`config.mk`:
```
export PLATFORM = sky130hd
export DESIGN_NAME = reg32_serial_tx_flat
export DESIGN_NICKNAME = d
export VERILOG_FILES = /design/src/rtl/reg32_serial_tx_if.sv /design/src/rtl/reg32_serial_tx.sv /design/src/flat_wrapper.sv
export SDC_FILE = /design/constraint.sdc
export NUM_CORES = 1
export LEC_CHECK = 0
export ABC_AREA = 1
export BUFFER_PORTS_ARGS = -buffer_cell sky130_fd_sc_hd__buf_2
export CAP_MARGIN = 20
export CELL_PAD_IN_SITES_DETAIL_PLACEMENT = 1
export CELL_PAD_IN_SITES_GLOBAL_PLACEMENT = 2
export CORE_ASPECT_RATIO = 0.75
export CORE_MARGIN = 4
export CORE_UTILIZATION = 35
export CTS_CLUSTER_SIZE = 16
export DETAILED_ROUTE_END_ITERATION = 16
export PLACE_DENSITY_LB_ADDON = 0.1
export SYNTH_ARGS = -nofsm -noshare
export SYNTH_HDL_FRONTEND = slang
export SYNTH_SLANG_ARGS = --single-unit
```
`constraint.sdc`:
```
create_clock -name clk -period 3.1 [get_ports clk]
set_clock_uncertainty 0.2 [all_clocks]
set_input_delay 0.93 -clock clk [delete_from_list [all_inputs] [get_ports clk]]
set_output_delay 0.93 -clock clk [all_outputs]
set_load 0.01 [all_outputs]
```
`src/rtl/reg32_serial_tx_if.sv`:
```
`default_nettype none
// ============================================================================
// reg32_serial_tx_if
//   Word-load and serial-line bundle for the 32-bit register transmitter.
//   master: register-side source driving data_in/load and observing status.
//   slave : the transmitter itself.
//   Revision: 1.0
// ============================================================================
interface reg32_serial_tx_if;
   logic [31:0] data_in;
   logic        load;
   logic        busy;
   logic        tx;
   logic        done;

   modport master (
      output data_in,
      output load,
      input  busy,
      input  tx,
      input  done
   );

   modport slave (
      input  data_in,
      input  load,
      output busy,
      output tx,
      output done
   );
endinterface
`default_nettype wire

```
`src/rtl/reg32_serial_tx.sv`:
```
`default_nettype none
// ============================================================================
// reg32_serial_tx
//   Captures a 32-bit word and sends it on a UART-style line as four 8N1
//   frames, least significant byte first. Frames of one word run back to back
//   with no idle gap; done pulses in the first idle cycle after the word.
//   Revision: 1.0
// ============================================================================
module reg32_serial_tx #(
   parameter int CLKS_PER_BIT = 434
) (
   input  wire logic        clk,
   input  wire logic        reset,   // asynchronous, active low
   reg32_serial_tx_if.slave bus
);

   localparam int BAUD_W = (CLKS_PER_BIT > 1) ? $clog2(CLKS_PER_BIT) : 1;
   localparam logic [BAUD_W-1:0] BAUD_LAST = BAUD_W'(CLKS_PER_BIT - 1);

   typedef enum logic [1:0] {
      IDLE  = 2'd0,
      START = 2'd1,
      DATA  = 2'd2,
      STOP  = 2'd3
   } state_t;

   state_t            state_q;
   logic [BAUD_W-1:0] baud_q;
   logic [2:0]        bit_idx_q;
   logic [1:0]        byte_idx_q;
   logic [31:0]       shift_q;
   logic              tx_q;
   logic              busy_q;
   logic              done_q;

   logic [BAUD_W-1:0] baud_d;
   logic [2:0]        bit_idx_d;
   logic [1:0]        byte_idx_d;
   logic              bit_end;
   logic [7:0]        cur_byte;

   // The byte on the line is always the low byte; the register shifts right
   // by 8 as each stop bit ends.
   assign cur_byte   = shift_q[7:0];
   assign baud_d     = baud_q + 1'b1;
   assign bit_idx_d  = bit_idx_q + 3'd1;
   assign byte_idx_d = byte_idx_q + 2'd1;
   assign bit_end    = (baud_q == BAUD_LAST);

   // Transmit FSM: every bit period is exactly CLKS_PER_BIT cycles, so the
   // baud counter restarts at every boundary and cannot accumulate drift.
   always_ff @(posedge clk or negedge reset) begin
      if (!reset) begin
         state_q    <= IDLE;
         baud_q     <= '0;
         bit_idx_q  <= '0;
         byte_idx_q <= '0;
         shift_q    <= '0;
         tx_q       <= 1'b1;
         busy_q     <= 1'b0;
         done_q     <= 1'b0;
      end else begin
         done_q <= 1'b0;
         case (state_q)
            IDLE: begin
               tx_q   <= 1'b1;
               busy_q <= 1'b0;
               baud_q <= '0;
               // A load in the done cycle is accepted, giving exactly one
               // idle-high cycle between consecutive words.
               if (bus.load) begin
                  shift_q    <= bus.data_in;
                  byte_idx_q <= '0;
                  bit_idx_q  <= '0;
                  state_q    <= START;
                  busy_q     <= 1'b1;
                  tx_q       <= 1'b0;
               end
            end
            START: begin
               if (bit_end) begin
                  baud_q    <= '0;
                  bit_idx_q <= '0;
                  state_q   <= DATA;
                  tx_q      <= cur_byte[0];
               end else begin
                  baud_q <= baud_d;
               end
            end
            DATA: begin
               if (bit_end) begin
                  baud_q <= '0;
                  if (bit_idx_q == 3'd7) begin
                     state_q <= STOP;
                     tx_q    <= 1'b1;
                  end else begin
                     bit_idx_q <= bit_idx_d;
                     tx_q      <= cur_byte[bit_idx_d];
                  end
               end else begin
                  baud_q <= baud_d;
               end
            end
            STOP: begin
               if (bit_end) begin
                  baud_q <= '0;
                  if (byte_idx_q != 2'd3) begin
                     byte_idx_q <= byte_idx_d;
                     shift_q    <= {8'h00, shift_q[31:8]};
                     state_q    <= START;
                     tx_q       <= 1'b0;
                  end else begin
                     state_q <= IDLE;
                     busy_q  <= 1'b0;
                     done_q  <= 1'b1;
                     tx_q    <= 1'b1;
                  end
               end else begin
                  baud_q <= baud_d;
               end
            end
            default: begin
               state_q <= IDLE;
               tx_q    <= 1'b1;
               busy_q  <= 1'b0;
            end
         endcase
      end
   end

   assign bus.tx   = tx_q;
   assign bus.busy = busy_q;
   assign bus.done = done_q;

endmodule
`default_nettype wire

```
`src/flat_wrapper.sv`:
```
// flat-port wrapper written by rule: the top's interface ports become plain ports
module reg32_serial_tx_flat 
#(
   parameter int CLKS_PER_BIT = 434
)
  (clk, reset, bus_data_in, bus_load, bus_busy, bus_tx, bus_done);
  reg32_serial_tx_if bus_i ();
  input  wire logic clk;
  input  wire logic reset;
  input wire logic [$bits(bus_i.data_in)-1:0] bus_data_in;
  input wire logic [$bits(bus_i.load)-1:0] bus_load;
  output wire logic [$bits(bus_i.busy)-1:0] bus_busy;
  output wire logic [$bits(bus_i.tx)-1:0] bus_tx;
  output wire logic [$bits(bus_i.done)-1:0] bus_done;
  assign bus_i.data_in = bus_data_in;
  assign bus_i.load = bus_load;
  assign bus_busy = bus_i.busy;
  assign bus_tx = bus_i.tx;
  assign bus_done = bus_i.done;
  reg32_serial_tx #(.CLKS_PER_BIT(CLKS_PER_BIT)) u_core (.clk(clk), .reset(reset), .bus(bus_i));
endmodule
```
Yosys cells after proc, flatten, opt, wreduce, memory -nomap -nowiden
Cells that the tools add are included.
{"block": "op_classes", "eq_ne": 14, "add_sub_neg": 3, "magnitude_cmp": 1, "n_mux": 37, "reduce_logical": 9}
{"operator": "32-bit 2-to-1 mux", "n": 3}
{"operator": "32-bit case mux with 2 select lines", "n": 1}
{"operator": "9-bit case mux with 2 select lines", "n": 1}
{"operator": "2-bit 2-to-1 mux", "n": 8}
{"operator": "1-bit 2-to-1 mux", "n": 13}
{"operator": "3-bit 2-to-1 mux", "n": 4}
{"operator": "2-bit by 1-bit inequality test with 1-bit output, second input constant", "n": 5}
{"operator": "5-bit AND reduction", "n": 2}
{"operator": "9-bit by 1-bit adder with 9-bit output, second input constant", "n": 1}
{"operator": "9-bit == test, second input constant", "n": 1}
{"operator": "9-bit 2-to-1 mux", "n": 1}
{"operator": "3-bit case mux with 3 select lines", "n": 1}
{"operator": "2-bit inequality test, second input constant", "n": 4}
{"operator": "2-bit case mux with 4 select lines", "n": 1}
{"operator": "3-bit AND reduction", "n": 2}
{"operator": "2-bit == test, second input constant", "n": 2}
{"operator": "3-bit by 4-bit < comparator with 1-bit output, second input constant", "n": 1}
{"operator": "1-bit case mux with 4 select lines", "n": 1}
{"operator": "2-bit case mux with 2 select lines", "n": 1}
{"operator": "4-bit AND reduction", "n": 1}
{"operator": "3-bit by 1-bit adder with 3-bit output, second input constant", "n": 1}
{"operator": "1-bit binary-select mux with 3-bit select", "n": 1}
{"operator": "3-bit == test, second input constant", "n": 1}
{"operator": "3-bit nonzero test", "n": 1}
{"operator": "6 further kinds", "n": 6}
{"block": "word_totals", "elab_cells": 72, "out_inout_bits": 3, "regBits": 51}

Logic depth before layout (Yosys ltp)
Gate-level depths: netlist (run 1).
{"block": "logic_depth", "ltp_word": 6, "ltp_mapped": 12, "ltp_nobuf": 11}

Worst setup path before layout (run 1)
Ideal clock, no wire load.
{"block": "synth_timing", "kind": "in2reg", "from": "in bus_load", "to": "reg u_core.byte_idx_q[0]", "setup_time_ns": 0.116, "path_buffers": 1, "setup_slack_ns": 1.146, "cell_stages": 8, "t_arrival_ns": 1.637, "cell_sequence": "nor2_1 inv_1 nand2_1 nor2_8 inv_6 buf_6 nand2_1 nand2_1"}
{"block": "synth_via", "elab_chain_cells": 2}
{"element": "start, declared", "line_no": "flat_wrapper.sv:11", "text": "input wire logic [$bits(bus_i.load)-1:0] bus_load;"}
{"element": "2-bit inequality test (no line)"}
{"element": "4-bit AND reduction (no line)"}
{"element": "end signal, assigned", "line_no": "reg32_serial_tx.sv:108", "text": "byte_idx_q <= byte_idx_d;"}
{"element": "end, declared", "line_no": "reg32_serial_tx.sv:30", "text": "logic [1:0] byte_idx_q;"}
Every way passes these cells.
A chain may end at the register's enable or synchronous reset.

Worst setup path after layout (run 1)
{"block": "layout_timing", "from": "reg u_core.state_q[0]", "to": "reg u_core.shift_q[13]"}
{"block": "layout_via", "elab_chain_cells": 3}
{"element": "start, declared", "line_no": "reg32_serial_tx.sv:27", "text": "state_t state_q;"}
{"element": "start signal, assigned", "line_no": "reg32_serial_tx.sv:54", "text": "state_q <= IDLE;"}
{"element": "start signal, assigned", "line_no": "reg32_serial_tx.sv:75", "text": "state_q <= START;"}
{"element": "start signal, assigned", "line_no": "reg32_serial_tx.sv:84", "text": "state_q <= DATA;"}
{"element": "2-bit == test or 2-bit logical NOT (tied branches)", "line_no": "reg32_serial_tx.sv:64", "text": "case (state_q)"}
{"element": "2-bit by 1-bit inequality test with 1-bit output (no line) (tied with other cells)"}
{"element": "4-bit AND reduction (no line)"}
{"element": "end signal, assigned", "line_no": "reg32_serial_tx.sv:72", "text": "shift_q <= bus.data_in;"}
{"element": "end signal, assigned", "line_no": "reg32_serial_tx.sv:109", "text": "shift_q <= {8'h00, shift_q[31:8]};"}
{"element": "end, declared", "line_no": "reg32_serial_tx.sv:31", "text": "logic [31:0] shift_q;"}
Parallel ways exist; a longest one is shown, timed or not.

==> results.md, run 1 <==
* DP Worst Slack at 698 ps
* DP Area at 0.00292 mm²
* Num CTS Buffers at 5
* Non-Filler Instances at 492
* Routed WL at 6390 µm
* # hold bufs at CTS at 0
* Layout area overhead at 13.1%
* GR Util All Layers at 0.150
* DR top layer: met4
* Congestion Overflow GR at 0
* Synth warnings at 0
* RSZ-0062 raised after global routing: no
* Clock tree from TritonCTS: built
* Fin. max-slew vios at 0
* Critical path startpoint category: flop
* Final instance area at 0.00302 mm²
* Vias/cell at around 4.6
* Critical path peak fanout at 33
* Final setup TNS at 0 ps
* Dpl cells at roughly 480
* Final worst-path cycle share at 0.730
* Met3 wire length at 214 µm
* Buffers on Ports at 37
* Synth Area per Inst at between 7 and 8 µm²
* Setup slack after layout at about 840 ps
* Post-DP HPWL at 4540 µm
* WP data required at 3100 ps
* Initial DRT Pass Iterations at 4
* Wire length on met2 at between 2000 and 3000 µm
* Die W at ~110 µm
* Final number of setup-violating endpoints at 0
* Setup bufs post-CTS at 0
* Core ar. at 0.00736 mm²
* Most common cell after layout, fill and taps aside: nand2_1
* H-tree depth at 2
* Reg2Reg Setup Slack at approximately 840 ps
* Crit path time final at ~2300 ps
* Most frequent cells in the layout: 197 x nand2_1, 50 x dfrtp_1, 37 x buf_2
* First DRT Iteration DRCs at 75
* Status: complete, no violations
* Antenna violations before repair at 0
* TritonCTS Sinks at between 50 and 60
* DRC Markers at 0
* WS Path Type: flop to flop
* EDFF count, synth at 0
* Post-Route Utilization at 0.410
* Max-cap check violation count at 0
* Hold Path Class: flop to flop
* Power Dens Cells at roughly 980 mW/mm²
* Diodes inserted at 0
* Initial Utilization at 0.362
* Syn Inst Count at 352
* Least-Margin Pin Slew at slightly below 700 ps
* CTS root buffer: clkbuf_8
* Net count after synthesis at roughly 400
* Remaining antenna violation count at 0
* Met1 WL at 3260 µm
* Global-route wire length before repair at roughly 11,000 µm
* Ys async rst share at 1.00
* Die Y at between 80 and 90 µm
* Layout cells sized above 1 at 0.153
* Sequential share of the synthesized area at 0.479
* Max Freq at about 440 MHz
* Post-synthesis cell area at ~0.0027 mm²
* Final hold viol count at 0
* Ys flop type: dfrtp_1
* Arrival @ worst endpoint at roughly 2300 ps
* Slew margin rel. at 0.546
* Clock-pin slew on the worst setup and hold paths at 100 ps
* Nets at 435
* Clk buf depth at 2
* Die ar. at between 0.009 and 0.01 mm²
* Crit end category: flop
* Vias at approximately 2,200
* Clk_lat worst skew at around 300 ps
* FF+latch count, synth at 51
* PostCTS Resize Cnt at 0
* Cell row count at 27
* Pin count of the biggest net entering global routing at 34
* Total I/O pin count at 38
* Worst IR Drop VDD at about 420 µV
* Routed length per placed instance at around 13 µm
* Placer Congestion at 0.777
* Distinct cells, synth at 27
* Vias in the first global route at between 2,000 and 2,500
* Leak Pwr at between 1.5 and 2 nW
## cell usage after synthesis (2+ instances only)
master | n | area share
dfrtp_1 | 50 | 0.47
o21ai_1 | 2 | 0.0038
o21ai_0 | 10 | 0.019
nor2_1 | 13 | 0.018
nand3_1 | 12 | 0.023
nand2_2 | 6 | 0.014
a21oi_1 | 5 | 0.0094
inv_1 | 19 | 0.027
ha_1 | 10 | 0.047
buf_6 | 5 | 0.021
nand2_1 | 197 | 0.28
nor3_2 | 2 | 0.0075
nor3_1 | 4 | 0.0075
clkbuf_1 | 4 | 0.0056
## layout make-up
type	count	area (µm²)
fillers	941	4350
flip-flops and latches	51	1280
multi-input cells	270	1220
repair buffers	41	215
well taps	101	126
clock buffers	7	86.3
inverters	21	83.8
clock inverters	1	8.76
## through the flow
step	power, mW	hold WS (ps)
after global placement	2.56	254
after floorplan	2.32	242
after CTS	3.03	278
after global routing	3.30	306
final	2.95	270
after detailed placement	2.59	259
## final timing paths
| check | from | end | depth (start not counted) |
|---|---|---|---|
| min in group asynchronous | reset | u_core.baud_q[8] | 1 |
| min reg2reg | u_core.bus.tx | u_core.bus.tx | 2 |
| max | u_core.state_q[0] | u_core.shift_q[13] | 10 |
| max reg2reg | u_core.state_q[0] | u_core.shift_q[13] | 10 |
| min | u_core.bus.tx | u_core.bus.tx | 2 |
| max in group asynchronous | reset | u_core.shift_q[15] | 2 |
## sequential cells by signal, summed over array words and instances (netlist names)
register,count
u_core.bit_idx_q,3
u_core.state_q,2
u_core.bus.tx,1
u_core.baud_q,9
u_core.bus.done,1
u_core.shift_q,32
u_core.bus.busy,1
u_core.byte_idx_q,2
## critical path, cell delays in order (launching register included)
cell and delay, ps:
dfrtp_1 460, inv_1 120, ha_1 270, inv_1 90, nor2_1 50, inv_1 90, nand2_1 130, nor2_8 390
inv_6 190, nand2_1 110, nand2_1 50
## metal layers
| layer | global-route usage | vias to the layer above |
|---|---|---|
| met2 | 0.236 | 33 |
| met3 | 0.0302 | 5 |
| met5 | 0 | - |
| met4 | 0.0241 | 0 |
| li1 | - | 1152 |
| met1 | 0.218 | 1052 |
## cells by family (layout without fill, tap and decap cells)
group,count (synthesis),after routing,synth area share
simple gates,240,240,0.369
flops,51,51,0.479
buf+inv,31,70,0.0638
compound gates,18,18,0.0347
fa+ha+maj,10,10,0.0469
xor+xnor,2,2,0.00657
## power breakdown
group	switching, mW	internal, mW
clock network	0.232	0.184
logic	0.967	0.449
registers	0.171	0.952
(Power assumes the default switching activity.)
==> run 2, diff against run 1 <==
CORE_UTILIZATION = 33   (was 35)
clock period = 2.2 ns   (was 3.1 ns; I/O delays follow)
==> run 2 against run 1 <==
  * Non-clock buffer count up 4
  * Hold slack worse by 230 ps
  * Combinational power is 50% higher
  * Critical path type unchanged
  * Cell area up 2.0%
  * Utilization shrank 1.9 points
  * Via count up 1.3%
  * Count of clock-buffer cells in the layout rose by 1
==> results.md, run 2 (synthesized netlist as in run 1, its figures left out) <==
* Die W at approximately 110 µm
* Initial DRT Pass Iterations at 4
* RSZ-0062 raised after global routing: no
* Internal power at 2.36 mW
* Fin. max-slew vios at 0
* TritonCTS Sinks at between 50 and 60
* FF-to-FF path depth at 10
* Hold slack final at 39.1 ps
* Most frequent cells in the layout: 197 x nand2_1, 50 x dfrtp_1, 37 x buf_2
* Hold Path Class: input pin to async pin
* Routed length per placed instance at 13.4 µm
* Congestion Overflow GR at 0
* Least-Margin Pin Slew at 378 ps
* Worst IR Drop VDD at between 400 and 500 µV
* Net Sw Frac at 0.457
* GR Util All Layers at 0.149
* DRC Markers at 0
* Clock power frac at 0.140
* Layout cells sized above 1 at 0.165
* Power share of the combinational group at 0.491
* Most common cell after layout, fill and taps aside: nand2_1
* Global-route wire length before repair at about 12,000 µm
* Diodes inserted at 0
* Num CTS Buffers at 5
* Antenna violations before repair at 0
* First DRT Iteration DRCs at between 50 and 60
* Routed WL at between 6000 and 7000 µm
* Remaining antenna violation count at 0
* Status: complete, no violations
* Biggest register: u_core.shift_q
* Vias/cell at between 4 and 5
* Die ar. at 0.00960 mm²
* Clk_lat worst skew at around 310 ps
* Critical path peak fanout at 10
* Reg power frac at 0.369
* Slew margin rel. at 0.746
* Max Freq at between 400 and 500 MHz
* Total I/O pin count at 38
* Final worst-path cycle share at 0.916
* Max-cap check violation count at 0
* Post-DP HPWL at approximately 4900 µm
* WS Path Type: flop to flop
* Psw at roughly 2.0 mW
* Layout area overhead at 15.4%
* Vias in the first global route at about 2,400
* Largest register FFs at 32
* Clk buf depth at 2
* Placer Congestion at roughly 0.76
* Final setup TNS at 0 ps
* Final number of setup-violating endpoints at 0
* Reg2Reg Setup Slack at approximately 190 ps
* Initial Utilization at 0.338
* Arrival @ worst endpoint at 2060 ps
* Buffers on Ports at 37
* Largest regs: u_core.shift_q (32), u_core.baud_q (9), u_core.bit_idx_q (3)
* Core ar. at around 0.0079 mm²
* Reg2reg end: u_core.shift_q[21]
* Vias at ~2,300
* Power Dens Cells at between 1000 and 1500 mW/mm²
* H-tree depth at 2
* Leak Pwr at approximately 1.7 nW
* Pin count of the biggest net entering global routing at 40
* CTS root buffer: clkbuf_8
* Clock tree from TritonCTS: built
* Reg-to-Reg Start: u_core.state_q[0]
* Critical path startpoint category: flop
* Cell row count at 28
* # hold bufs at CTS at 0
* Crit end category: flop
* Crit path time final at around 2000 ps
* Die Y at 85.9 µm
* Nets at ~440
* Final hold viol count at 0
* WP data required at between 2000 and 2500 ps
* Clock-pin slew on the worst setup and hold paths at ~100 ps
==> run 2: cell count changes in the layout (fill, tap and decap cells not counted) <==
cell      delta
inv_8        +1
nand3_2      +1
inv_6        -1
o21ai_1      +1
buf_12       +1
clkbuf_8     +1
clkinv_4     -1
nand3_1      -1
o21ai_0      -1
buf_4        +3
==> run 2: final cells by class <==
type | instances | area [µm²]
fillers | 1008 | 4800
multi-input cells | 270 | 1220
flip-flops and latches | 51 | 1280
clock buffers | 8 | 100
repair buffers | 45 | 258
inverters | 21 | 86.3
well taps | 105 | 131
==> run 2: power by group through the flow <==
stage	combinational [mW]	clock [mW]	sequential, mW
after floorplan	1.72	0	1.55
after global placement	2.14	0	1.60
after detailed placement	2.18	0	1.62
after CTS	2.19	0.634	1.60
after global routing	2.51	0.673	1.65
final	2.13	0.609	1.60
==> run 2: worst max-delay path by stage <==
stage	from	end	slack [ps]
final	u_core.state_q[0]	u_core.shift_q[21]	190
after global routing	u_core.state_q[0]	u_core.shift_q[14]	6
after CTS	u_core.state_q[0]	u_core.state_q[0]	110
after detailed placement	u_core.state_q[0]	u_core.state_q[0]	130
after global placement	u_core.state_q[0]	u_core.state_q[0]	110
after floorplan	u_core.state_q[0]	u_core.state_q[0]	390
==> run 2: repair_timing <==
action | CTS | global route
endpoints found under the setup margin | 0 | 5
buffers inserted | 0 | 0
resized for setup | 0 | 3
==> run 2: worst max-delay path, stage by stage (launching register included) <==
cell and delay (ps):
dfrtp_1 440, inv_1 110, ha_1 240, inv_1 80, nor2_1 50, inv_1 110
nand2_1 140, nor2_8 230, buf_4 210, nand2_1 60, nand2_1 70
==> run 2: routing by layer <==
metal,global-route usage,vias up,share of wire
met5,0,-,0
li1,-,1161,-
met3,0.0289,4,0.032
met1,0.194,1077,0.49
met2,0.257,30,0.47
met4,0.0365,0,0.0069
==> run 2: stage by stage <==
stage          utilization  area [µm²]  total power [mW]  worst slack (ps)  cells
3_3_place_gp         0.377        2970              3.74               109    492
2_1_floorplan            -        2670              3.26               387    352
5_1_grt              0.390        3080              4.83              6.40    500
4_1_cts              0.390        3070              4.43               109    500
6_report             0.390        3080              4.34               185    500
3_5_place_dp         0.377        2970              3.80               131    492
